`src/rtl/fifo_cfg_pkg.sv`:
```
// Shared configuration for the synchronous FIFO: default sizing constants
// and a packed status word that benches use to bundle the occupancy and
// event flags.
// Optional feature macro: FIFO_FWFT_EN (first-word-fall-through read port).
package fifo_cfg_pkg;

    localparam int DEF_DATA_WIDTH = 16;
    localparam int DEF_DEPTH      = 8;
    localparam int DEF_AF_MARGIN  = 1;
    localparam int DEF_AE_MARGIN  = 1;

    // Bundled view of every 1-bit FIFO output, MSB first.
    typedef struct packed {
        logic full;
        logic empty;
        logic almost_full;
        logic almost_empty;
        logic overflow;
        logic underflow;
        logic wr_ack;
    } fifo_status_t;

endpackage

```
`src/rtl/fifo_mem.sv`:
```
// Storage array for sync_fifo_param: DEPTH x DATA_WIDTH, one synchronous
// write port and one asynchronous (combinational) read port.
// Contents are never reset; the owner tracks which entries are valid.
module fifo_mem
    import fifo_cfg_pkg::*;
#(
    parameter int DATA_WIDTH = DEF_DATA_WIDTH,
    parameter int DEPTH      = DEF_DEPTH
) (
    input  logic                     clk,
    input  logic                     wr_en,
    input  logic [$clog2(DEPTH)-1:0] wr_addr,
    input  logic [DATA_WIDTH-1:0]    wr_data,
    input  logic [$clog2(DEPTH)-1:0] rd_addr,
    output logic [DATA_WIDTH-1:0]    rd_data
);

    logic [DATA_WIDTH-1:0] mem [DEPTH];

    // Write port: store one word per accepted write on the rising edge.
    always_ff @(posedge clk) begin
        if (wr_en) begin
            mem[wr_addr] <= wr_data;
        end
    end

    assign rd_data = mem[rd_addr];

endmodule

```
`src/rtl/sync_fifo_param.sv`:
```
// Single-clock parameterised FIFO with occupancy flags and registered
// per-request event flags (wr_ack / overflow / underflow).
// Optional feature macro: FIFO_FWFT_EN. When defined, data_out shows the
// head entry continuously (first-word-fall-through); otherwise data_out is
// a register loaded one cycle after each accepted read.
//
// Request/accept semantics: wr_en and rd_en are requests sampled on every
// rising edge. A write is accepted when wr_en=1 and count < DEPTH; a read is
// accepted when rd_en=1 and count > 0; both decisions use the count held at
// that edge, so a full FIFO accepts the read but refuses the write, and an
// empty FIFO accepts the write but refuses the read. A refused request is
// dropped (not retried) and reported by overflow/underflow on the next cycle.
// Requests presented while rst is high are ignored entirely.
module sync_fifo_param
    import fifo_cfg_pkg::*;
#(
    parameter int DATA_WIDTH = DEF_DATA_WIDTH,
    parameter int DEPTH      = DEF_DEPTH,
    parameter int AF_MARGIN  = DEF_AF_MARGIN,
    parameter int AE_MARGIN  = DEF_AE_MARGIN
) (
    input  logic                   clk,
    input  logic                   rst,
    input  logic                   wr_en,
    input  logic                   rd_en,
    input  logic [DATA_WIDTH-1:0]  data_in,
    output logic [DATA_WIDTH-1:0]  data_out,
    output logic                   wr_ack,
    output logic                   overflow,
    output logic                   underflow,
    output logic                   full,
    output logic                   empty,
    output logic                   almost_full,
    output logic                   almost_empty,
    output logic [$clog2(DEPTH):0] count
);

    localparam int AW = $clog2(DEPTH);
    localparam int CW = AW + 1;

    localparam logic [CW-1:0] DEPTH_LEVEL = CW'(DEPTH);
    localparam logic [CW-1:0] AF_LEVEL    = CW'(DEPTH - AF_MARGIN);
    localparam logic [CW-1:0] AE_LEVEL    = CW'(AE_MARGIN);

    logic [AW-1:0]         wr_ptr;
    logic [AW-1:0]         rd_ptr;
    logic [CW-1:0]         count_q;
    logic                  wr_accept;
    logic                  rd_accept;
    logic [DATA_WIDTH-1:0] mem_rd_data;

    // Occupancy flags come straight from the registered count, so they
    // change in the same cycle as count with no extra latency.
    assign full         = (count_q == DEPTH_LEVEL);
    assign empty        = (count_q == '0);
    assign almost_full  = (count_q >= AF_LEVEL);
    assign almost_empty = (count_q <= AE_LEVEL);
    assign count        = count_q;

    // Reset masks both requests so nothing is stored or popped that cycle.
    assign wr_accept = wr_en && !full  && !rst;
    assign rd_accept = rd_en && !empty && !rst;

    // Pointers wrap naturally; count is kept separately so full and empty
    // are never ambiguous when the pointers are equal.
    always_ff @(posedge clk) begin
        if (rst) begin
            wr_ptr  <= '0;
            rd_ptr  <= '0;
            count_q <= '0;
        end else begin
            if (wr_accept) begin
                wr_ptr <= wr_ptr + AW'(1);
            end
            if (rd_accept) begin
                rd_ptr <= rd_ptr + AW'(1);
            end
            case ({wr_accept, rd_accept})
                2'b10:   count_q <= count_q + CW'(1);
                2'b01:   count_q <= count_q - CW'(1);
                default: count_q <= count_q;
            endcase
        end
    end

    // Event flags describe only the previous cycle's requests, so each one
    // is a single-cycle pulse per event.
    always_ff @(posedge clk) begin
        if (rst) begin
            wr_ack    <= 1'b0;
            overflow  <= 1'b0;
            underflow <= 1'b0;
        end else begin
            wr_ack    <= wr_accept;
            overflow  <= wr_en && !wr_accept;
            underflow <= rd_en && !rd_accept;
        end
    end

    fifo_mem #(
        .DATA_WIDTH (DATA_WIDTH),
        .DEPTH      (DEPTH)
    ) u_mem (
        .clk     (clk),
        .wr_en   (wr_accept),
        .wr_addr (wr_ptr),
        .wr_data (data_in),
        .rd_addr (rd_ptr),
        .rd_data (mem_rd_data)
    );

`ifdef FIFO_FWFT_EN
    // Head entry is always visible; it is meaningless while empty.
    assign data_out = mem_rd_data;
`else
    logic [DATA_WIDTH-1:0] data_q;

    // Registered read: load the head word on an accepted read, else hold.
    always_ff @(posedge clk) begin
        if (rst) begin
            data_q <= '0;
        end else if (rd_accept) begin
            data_q <= mem_rd_data;
        end
    end

    assign data_out = data_q;
`endif

endmodule

```
`config.mk`:
```
export PLATFORM = sky130hd
export DESIGN_NAME = sync_fifo_param
export DESIGN_NICKNAME = d
export VERILOG_FILES = /design/src/rtl/fifo_cfg_pkg.sv /design/src/rtl/fifo_mem.sv /design/src/rtl/sync_fifo_param.sv
export SDC_FILE = /design/constraint.sdc
export NUM_CORES = 1
export LEC_CHECK = 0
export BUFFER_PORTS_ARGS = -buffer_cell sky130_fd_sc_hd__buf_2
export CAP_MARGIN = 20
export CORE_UTILIZATION = 50
export CTS_CLUSTER_DIAMETER = 60
export DETAILED_ROUTE_END_ITERATION = 10
export PLACE_DENSITY = 0.77
export SKIP_CTS_REPAIR_TIMING = 1
export SYNTH_ARGS = -nofsm -noshare
export SYNTH_HDL_FRONTEND = slang
export SYNTH_SLANG_ARGS = --single-unit
export TNS_END_PERCENT = 20
```
`constraint.sdc`:
```
create_clock -name clk -period 4.8 [get_ports clk]
set_input_delay 0.96 -clock clk [delete_from_list [all_inputs] [get_ports clk]]
set_output_delay 0.96 -clock clk [all_outputs]
set_load 0.02 [all_outputs]
```
* Word level (Yosys, flattened, before mapping)
Memory sizes are Yosys's and may differ from the RTL's. A register that Yosys moved wholly into a read port is not among the register bits.
Index checks and enable logic that the tools add are counted.
** Cells by class
- Add/sub/neg operators :: 4
- $lt $le $gt $ge :: 2
- Equality and inequality tests :: 3
- Muxes and demuxes :: 3
- Reductions and logical operators :: 13
** Operator list (number)
- 4-bit one-hot mux with 2 select lines :: 1
- 3-bit by 1-bit adder with 3-bit output, second input constant :: 2
- 1-bit logical AND :: 6
- 1-bit logical NOT :: 5
- 4-bit by 1-bit adder with 4-bit output, second input constant :: 1
- 4-bit equality test, second input constant :: 1
- 4-bit by 3-bit >= comparator with 1-bit output, second input constant :: 1
- 4-bit by 1-bit <= comparator with 1-bit output, second input constant :: 1
- 4-bit logical NOT :: 1
- 4-bit by 1-bit subtractor with 4-bit output, second input constant :: 1
- 2-bit by 1-bit equality test with 1-bit output, second input constant :: 1
- 2-bit equality test, second input constant :: 1
- 1-bit 2-to-1 mux :: 2
- 2-bit nonzero test :: 1
** Storage, ports and cells
- Flip-flop bits (word level) :: 13
- Memory bits (writable) :: 128
- Input port bits :: 20
- Logic and storage cells :: 32
- Memories :: 1
** Memory list
- u_mem.mem :: words 8, bits a word 16, rd ports 1, clocked after memory_dff 1, write ports 1, RTL line fifo_mem.sv:18 : logic [DATA_WIDTH-1:0] mem [DEPTH];

* Longest topological paths before layout
Gate-level depths: netlist of run 1.
- Depth in word-level cells :: 6
- Gate-level depth with buffers :: 11
- Depth with buffers taken out :: 11

* Cells and area by module
A second synthesis of run 1 with hierarchy kept.
** Second synthesis, totals
- Cell total of the unflattened synthesis :: 319
- Area total of the unflattened synthesis :: 6287.3 µm²
** By module, submodules not included
- fifo_mem :: times used 1, cells an instance 198, area each 4973.5 µm²
- sync_fifo_param :: times used 1, cells an instance 121, area each 1313.8 µm²

* Worst setup path after synthesis of run 1
OpenSTA, ideal clock, no wires.
- Kind :: register to register
- From :: reg count_q[0], in the netlist count[0]
- To :: mem u_mem.mem[0][0] (netlist name) (enable)
- Setup time :: 430 ps
- Data arrival time :: 2945 ps
- Slack :: 1425 ps
- Cell stages (with the launch flop) :: 8
- Path through :: dfxtp_1 > inv_1 > ha_1 > nand3b_1 > inv_1 > nor2_4 > inv_1 > nor4_1
** Between the ends
- Longest elaborated chain between the ends :: 6
** RTL lines
- from (decl) :: RTL line sync_fifo_param.sv:47 : logic [CW-1:0] count_q;
- from (signal assigned) :: RTL line sync_fifo_param.sv:79 : 2'b10: count_q <= count_q + CW'(1);
- from (signal assigned) :: RTL line sync_fifo_param.sv:80 : 2'b01: count_q <= count_q - CW'(1);
- from (signal assigned) :: RTL line sync_fifo_param.sv:81 : default: count_q <= count_q;
- 4-bit equality test :: RTL line sync_fifo_param.sv:54 : assign full = (count_q == DEPTH_LEVEL);
- net full :: RTL line sync_fifo_param.sv:31 : output logic full,
- 1-bit logical NOT :: RTL line sync_fifo_param.sv:61 : assign wr_accept = wr_en && !full && !rst;
- 1-bit logical AND (2 in series) :: RTL line sync_fifo_param.sv:61
- 1-bit 2-to-1 mux :: RTL line fifo_mem.sv:22 : if (wr_en) begin
- 1-bit 2-to-1 mux (not written as such) :: RTL line fifo_mem.sv:23 : mem[wr_addr] <= wr_data;
- to (decl) :: RTL line fifo_mem.sv:18
The timed path passes the listed nets, and every way through them passes these cells.

* Worst setup path after layout of run 1
- From :: reg count_q[0], in the netlist count[0]
- To :: reg count_q[3], in the netlist count[3]
** Between the ends
- Longest elaborated chain between the ends :: 6
** RTL lines
- 4-bit equality test or 4-bit logical NOT (tied branches) :: RTL line sync_fifo_param.sv:54, sync_fifo_param.sv:55
- 1-bit logical NOT (on tied branches) :: RTL line sync_fifo_param.sv:61, sync_fifo_param.sv:62
- 1-bit logical AND (on tied branches) (2 in series) :: RTL line sync_fifo_param.sv:61, sync_fifo_param.sv:62
- 2-bit by 1-bit equality test with 1-bit output or 2-bit equality test (tied branches) :: RTL line sync_fifo_param.sv:78 : case ({wr_accept, rd_accept})
- 4-bit one-hot mux with 2 select lines or 2-bit nonzero test (tied branches)
Several ways; a longest one is shown, not always the timed one.
A chain may end at the register's enable or synchronous reset.

==> results of run 1 <==
## layout make-up
class / instances / share of cell area, %
inverter: 5 / 0.267
clock buffer: 19 / 6.31
multi-input combinational: 178 / 21.6
clock inverter: 13 / 1.66
sequential: 157 / 63.0
tap: 143 / 2.55
timing repair buffer: 56 / 4.63
## synth_stat cells (4+ instances only)
cell type / number
dfxtp_1: 29
xnor2_1: 4
buf_2: 7
mux2i_1: 65
edfxtp_1: 128
buf_4: 7
ha_1: 7
a22oi_1: 32
a32o_1: 16
nand2b_1: 5
nor2_1: 15
nor3_1: 4
inv_1: 5
nand2_1: 6
## logic make-up after synthesis
| group | Yosys count | synth area share [%] |
|---|---|---|
| buffers and inverters | 23 | 2.14 |
| DFF | 157 | 73.3 |
| adders and majority gates | 7 | 1.45 |
| muxes | 65 | 10.8 |
| and+or+nand+nor | 43 | 3.73 |
| xor gates and xnor gates | 7 | 1.02 |
| AOI/OAI and AO/OA | 56 | 7.55 |
## path summary, 6_finish.rpt
check | from | end | cells after the start
setup / recovery | count[0]$_SDFFE_PP0P_ | count[3]$_SDFFE_PP0P_ | 11
hold / removal | data_out[5]$_SDFFE_PP0P_ | data_out[5]$_SDFFE_PP0P_ | 1
setup reg to reg | count[0]$_SDFFE_PP0P_ | count[3]$_SDFFE_PP0P_ | 11
hold reg to reg | data_out[5]$_SDFFE_PP0P_ | data_out[5]$_SDFFE_PP0P_ | 1
## per-stage QoR
stage	instance area, sq um	power [mW]	hold WS (ns)
global placement	6440	1.83	0.454
detailed placement	6440	1.84	0.448
finish	7020	3.07	0.465
floorplan	6030	1.75	0.493
global route	7020	3.16	0.485
CTS	7000	3.08	0.463
## state kept, by name (all words and copies together) (netlist names)
signal	flops
u_mem.mem	128
wr_ptr	3
rd_ptr	3
overflow	1
underflow	1
data_out	16
count	4
wr_ack	1
## worst register-to-register path, cell delays in order, from the launching register on
cell     delay, ns
dfxtp_1       0.45
inv_1         0.10
ha_1          0.22
nand2_1       0.13
inv_1         0.09
nor2_1        0.11
buf_4         0.31
ha_1          0.30
or4b_1        0.48
a21oi_2       0.16
xnor2_1       0.12
nor2_1        0.05
## where the power goes
group          switching (mW)  internal (mW)  leakage, nW
combinational           0.167          0.110        0.697
sequential             0.0294           1.51         1.39
clock                   0.524          0.726        0.259
## routing by layer
| layer | routed length [um] | up-vias | part of all wire (%) | track usage, % |
|---|---|---|---|---|
| met5 | 0 | - | 0 | 0 |
| met4 | 274 | 0 | 2.3 | 10.1 |
| met3 | 837 | 30 | 7.0 | 6.48 |
| met2 | 5890 | 127 | 49 | 33.7 |
| met1 | 4950 | 1685 | 41 | 25.0 |
| li1 | - | 1531 | - | - |
==> flow_summary.toml, run 1 <==
[timing]
finalClockSkew_ns = 0.00985
finalSetupTns_ns = 0
fin_crit_sh_pct = 54.9
rsz0062_at_grt = "false"
slew_headroom_pct = 28.2
setup_violations = 0
fin_ws_ns = 2.17
clock.fmax_ghz = 0.380
drv_slew = 0
hold_viol_final = 0
min_period_ns = 2.63
worstMarginPinSlew_ns = 1.08

[cells_and_area]
fill_cells = 821
drive_above_1_share_pct = 22.9
num_antenna_cells = 0
layout_common_cells = "128 x edfxtp_1, 65 x mux2i_1, 46 x buf_2"
seq_area_sq_um = 4430
syn_to_final_growth_pct = 16.4
multi_input_area_sq_um = 1510
final_common_cell = "edfxtp_1"
fin_util_pct = 60.7
fin_nets = 442
fin_cells = 571

[hold_path]
hold_path_class = "reg -> reg"

[worst_setup_path]
cp.required_ns = 5.10
slowest_delay_ns = 0.48
cp_slowest_cell = "or4b_1"
startpoint_type = "flop"
crit_family = "simple AND/OR/NAND/NOR gates"
worst_ep_arrival_time_ns = 2.93
worstPathCellList = "inv_1 > ha_1 > nand2_1 > inv_1 > nor2_1 > buf_4 > ha_1 > or4b_1 > a21oi_2 > xnor2_1 > nor2_1"
crit_type = "reg -> reg"
cp_num_buf_inv = 3
critPathCaptureType = "flop"
reg2reg_slack_ns = 2.17
path_max_fanout = 20

[run]
drv_cap = 0

[cts]
clk_latency_ns = 0.42
cts_tree = "built"
cts_sinks = 157
cts_buffers = 17
clk_path_buf_depth = 2
htree_levels = 4
clk_pin_slew_ns = 0.06
root_buffer = "clkbuf_16"

[route]
wl_per_cell_um = 20.9
vias = 3373
drt_iter0_drc = 274
ant_nets = 0
drtPass1Iterations = 8
via_per_inst = 5.91
routed_wl_um = 12000
drcViolationCount = 2

[grt]
grt_pass1_vias = 3446
track_usage_pct = 20.7
antenna_found_initial = 1
grt_max_degree = 67
grt-ovfl-total = 0
grt_pass1_wl_um = 18600

[floorplanning]
pin_count = 47
dieArea_sq_um = 12500
fp.dieW_um = 112
start_util_pct = 52.2
core_area_sq_um = 11600
rows = 39
die_h_um = 112

[power]
power_density_nw_per_um2 = 437
ir_worst_vdd_mv = 0.258
p_leak_nw = 2.35

[placed_design]
io_buffers = 46
gp_congestion = 0.774
dp.cells = 538
hpwl_um = 6650
place_ws_ns = 1.81

[run_status]
outcome = "complete, but fails checks"
violations = "design-rule violations"

[synth]
synth_edf_count = 128
netlist_instances = 358
synthFlopType = "edfxtp_1"
synth.top_cell.area_share_pct = 63.7
yosysWarnings = 0
avgSynthCellArea_sq_um = 16.9
syn_nets = 385
yosysSeqAreaShare_pct = 73.3
synth_area_leaders = "edfxtp_1 64%, mux2i_1 11%, dfxtp_1 9.6%"
yosys.area.top_type = "edfxtp_1"
ys_ff_latch = 157
synthDistinctLibCells = 33
ys_async_sr_fraction_pct = 0
post_synth_instance_area_sq_um = 6030
No activity file was read; power rests on OpenSTA's default activity.
==> run 2: changes to the inputs <==
==> constraint.sdc (replaced) <==
create_clock -name clk -period 2.7 [get_ports clk]
set_input_delay 0.54 -clock clk [delete_from_list [all_inputs] [get_ports clk]]
set_output_delay 0.54 -clock clk [all_outputs]
set_load 0.02 [all_outputs]
==> run 2 against run 1 <==
  * The flow still finishes with violations (design-rule violations)
  * Non-clock buffer count increased by 7
  * Critical path depth unchanged
  * Final cell count increased by 1.2%
  * Sequential power increased by 79%
  * Sequential cell count unchanged
  * Combinational power increased by 73%
  * Global-route usage decreased by 0.14 points
  * Clock skew decreased by 0.0030 ns
  * Utilization increased by 0.52 points
  * Via count decreased by 2.3%
  * Final area increased by 0.85%
  * Die area unchanged
  * Critical endpoint unchanged
  * Largest power group unchanged
  * Highest routed layer unchanged
==> flow_summary.toml, run 2 (synthesis results as in run 1) <==
[run_status]
outcome = "complete, but fails checks"
violations = "design-rule violations"

[grt]
grt_pass1_vias = 3349
antenna_found_initial = 0
grt_pass1_wl_um = 18500
track_usage_pct = 20.5
grt-ovfl-total = 0
grt_max_degree = 34

[placed_design]
hpwl_um = 6520
gp_congestion = 0.767
dp.cells = 546
io_buffers = 46

[cts]
cts_buffers = 17
cts_tree = "built"
cts_sinks = 157
clk_latency_ns = 0.42
clk_pin_slew_ns = 0.06
htree_levels = 4
clk_path_buf_depth = 2
root_buffer = "clkbuf_16"

[cells_and_area]
largest_reg_flops = 128
fin_nets = 449
final_common_cell = "edfxtp_1"
top_register = "u_mem.mem"
drive_above_1_share_pct = 23.2
fin_util_pct = 61.3
syn_to_final_growth_pct = 17.4
seq_area_sq_um = 4430
num_antenna_cells = 0
fin_cells = 578
layout_common_cells = "128 x edfxtp_1, 65 x mux2i_1, 46 x buf_2"
multi_input_area_sq_um = 1520
fill_cells = 828

[power]
seqPwrFrac_pct = 49.9
p_sw_share_pct = 23.2
intPower_mw = 4.24
ir_worst_vdd_mv = 0.452
p_leak_nw = 2.40
power_density_nw_per_um2 = 780
p_comb_share_pct = 8.7
power_frac_clock_pct = 41.4
switchingPower_mw = 1.28

[worst_setup_path]
slowest_delay_ns = 0.48
worst_ep_arrival_time_ns = 2.77
critPathCaptureType = "flop"
cp_slowest_cell = "or4b_1"
cp_num_buf_inv = 3
startpoint_type = "flop"
crit_family = "simple AND/OR/NAND/NOR gates"
crit_type = "reg -> reg"
crit_top_cell = "inv_1"
reg2reg_slack_ns = 0.24
worstPathCellList = "inv_1 > ha_1 > nand3b_1 > inv_1 > nor2_4 > inv_1 > ha_1 > or4b_1 > a21oi_2 > xnor2_1 > nor2_1"
path_max_fanout = 7
cp.required_ns = 3.01

[timing]
finalClockSkew_ns = 0.00688
setup_violations = 0
fin_crit_sh_pct = 91.1
slew_headroom_pct = 46.3
drv_slew = 0
hold_viol_final = 0
rsz0062_at_grt = "false"
min_period_ns = 2.46
worstMarginPinSlew_ns = 0.806
clock.fmax_ghz = 0.406

[route]
drcViolationCount = 2
wl_per_cell_um = 20.5
drt_iter0_drc = 227
routed_wl_um = 11800
vias = 3296
via_per_inst = 5.70
ant_nets = 0
drtPass1Iterations = 7

[floorplanning]
die_h_um = 112
dieArea_sq_um = 12500
core_area_sq_um = 11600
fp.dieW_um = 112
pin_count = 47
start_util_pct = 52.2
rows = 39

[run]
drv_cap = 0

[hold_path]
hold_path_class = "in -> reg"
==> run 2: worst reg2reg max path: stages (launching register included) <==
cell and delay (ns):
dfxtp_1 0.37, inv_1 0.11, ha_1 0.19, nand3b_1 0.12, inv_1 0.13, nor2_4 0.07, inv_1 0.23, ha_1 0.31
or4b_1 0.48, a21oi_2 0.17, xnor2_1 0.13, nor2_1 0.05
==> run 2: stage by stage <==
stage                     hold WS, ns  setup WS, ns  TNS (ns)  area (sq um)  power [mW]
after floorplan                 0.493        -0.266    -16.40          6040        3.12
after global placement          0.446         0.239         0          6510        3.26
after detailed placement        0.454         0.168         0          6510        3.29
after CTS                       0.373         0.241         0          7080        5.56
after global routing            0.382        0.0430         0          7080        5.71
final                           0.387         0.239         0          7080        5.52
==> run 2: cell type report <==
class	count	area share, %
multi-input combinational	178	21.4
timing repair buffer	63	5.23
sequential	157	62.5
tap	143	2.53
clock inverter	15	2.08
clock buffer	17	6.00
inverter	5	0.265
==> run 2: routing by layer <==
layer	up-vias	wire, um	GRT usage, %
met5	-	0	0
met4	0	240	10.3
met3	22	538	4.84
met2	80	6130	34.6
met1	1662	4930	24.7
li1	1532	-	-
==> run 2: path summary, 6_finish.rpt <==
kind | from | end | depth (start not counted)
setup / recovery | count[0]$_SDFFE_PP0P_ | count[3]$_SDFFE_PP0P_ | 11
hold / removal | data_in[12] | u_mem.mem[7][12]$_DFFE_PP_ | 1
setup reg to reg | count[0]$_SDFFE_PP0P_ | count[3]$_SDFFE_PP0P_ | 11
hold reg to reg | data_out[9]$_SDFFE_PP0P_ | data_out[9]$_SDFFE_PP0P_ | 1
==> run 2: power by group through the flow <==
stage | Clock [mW] | Sequential (mW) | Combinational (mW)
6_report | 2.29 | 2.76 | 0.479
5_1_grt | 2.42 | 2.77 | 0.519
4_1_cts | 2.32 | 2.76 | 0.482
3_5_place_dp | 0 | 2.81 | 0.477
3_3_place_gp | 0 | 2.80 | 0.462
2_1_floorplan | 0 | 2.82 | 0.301
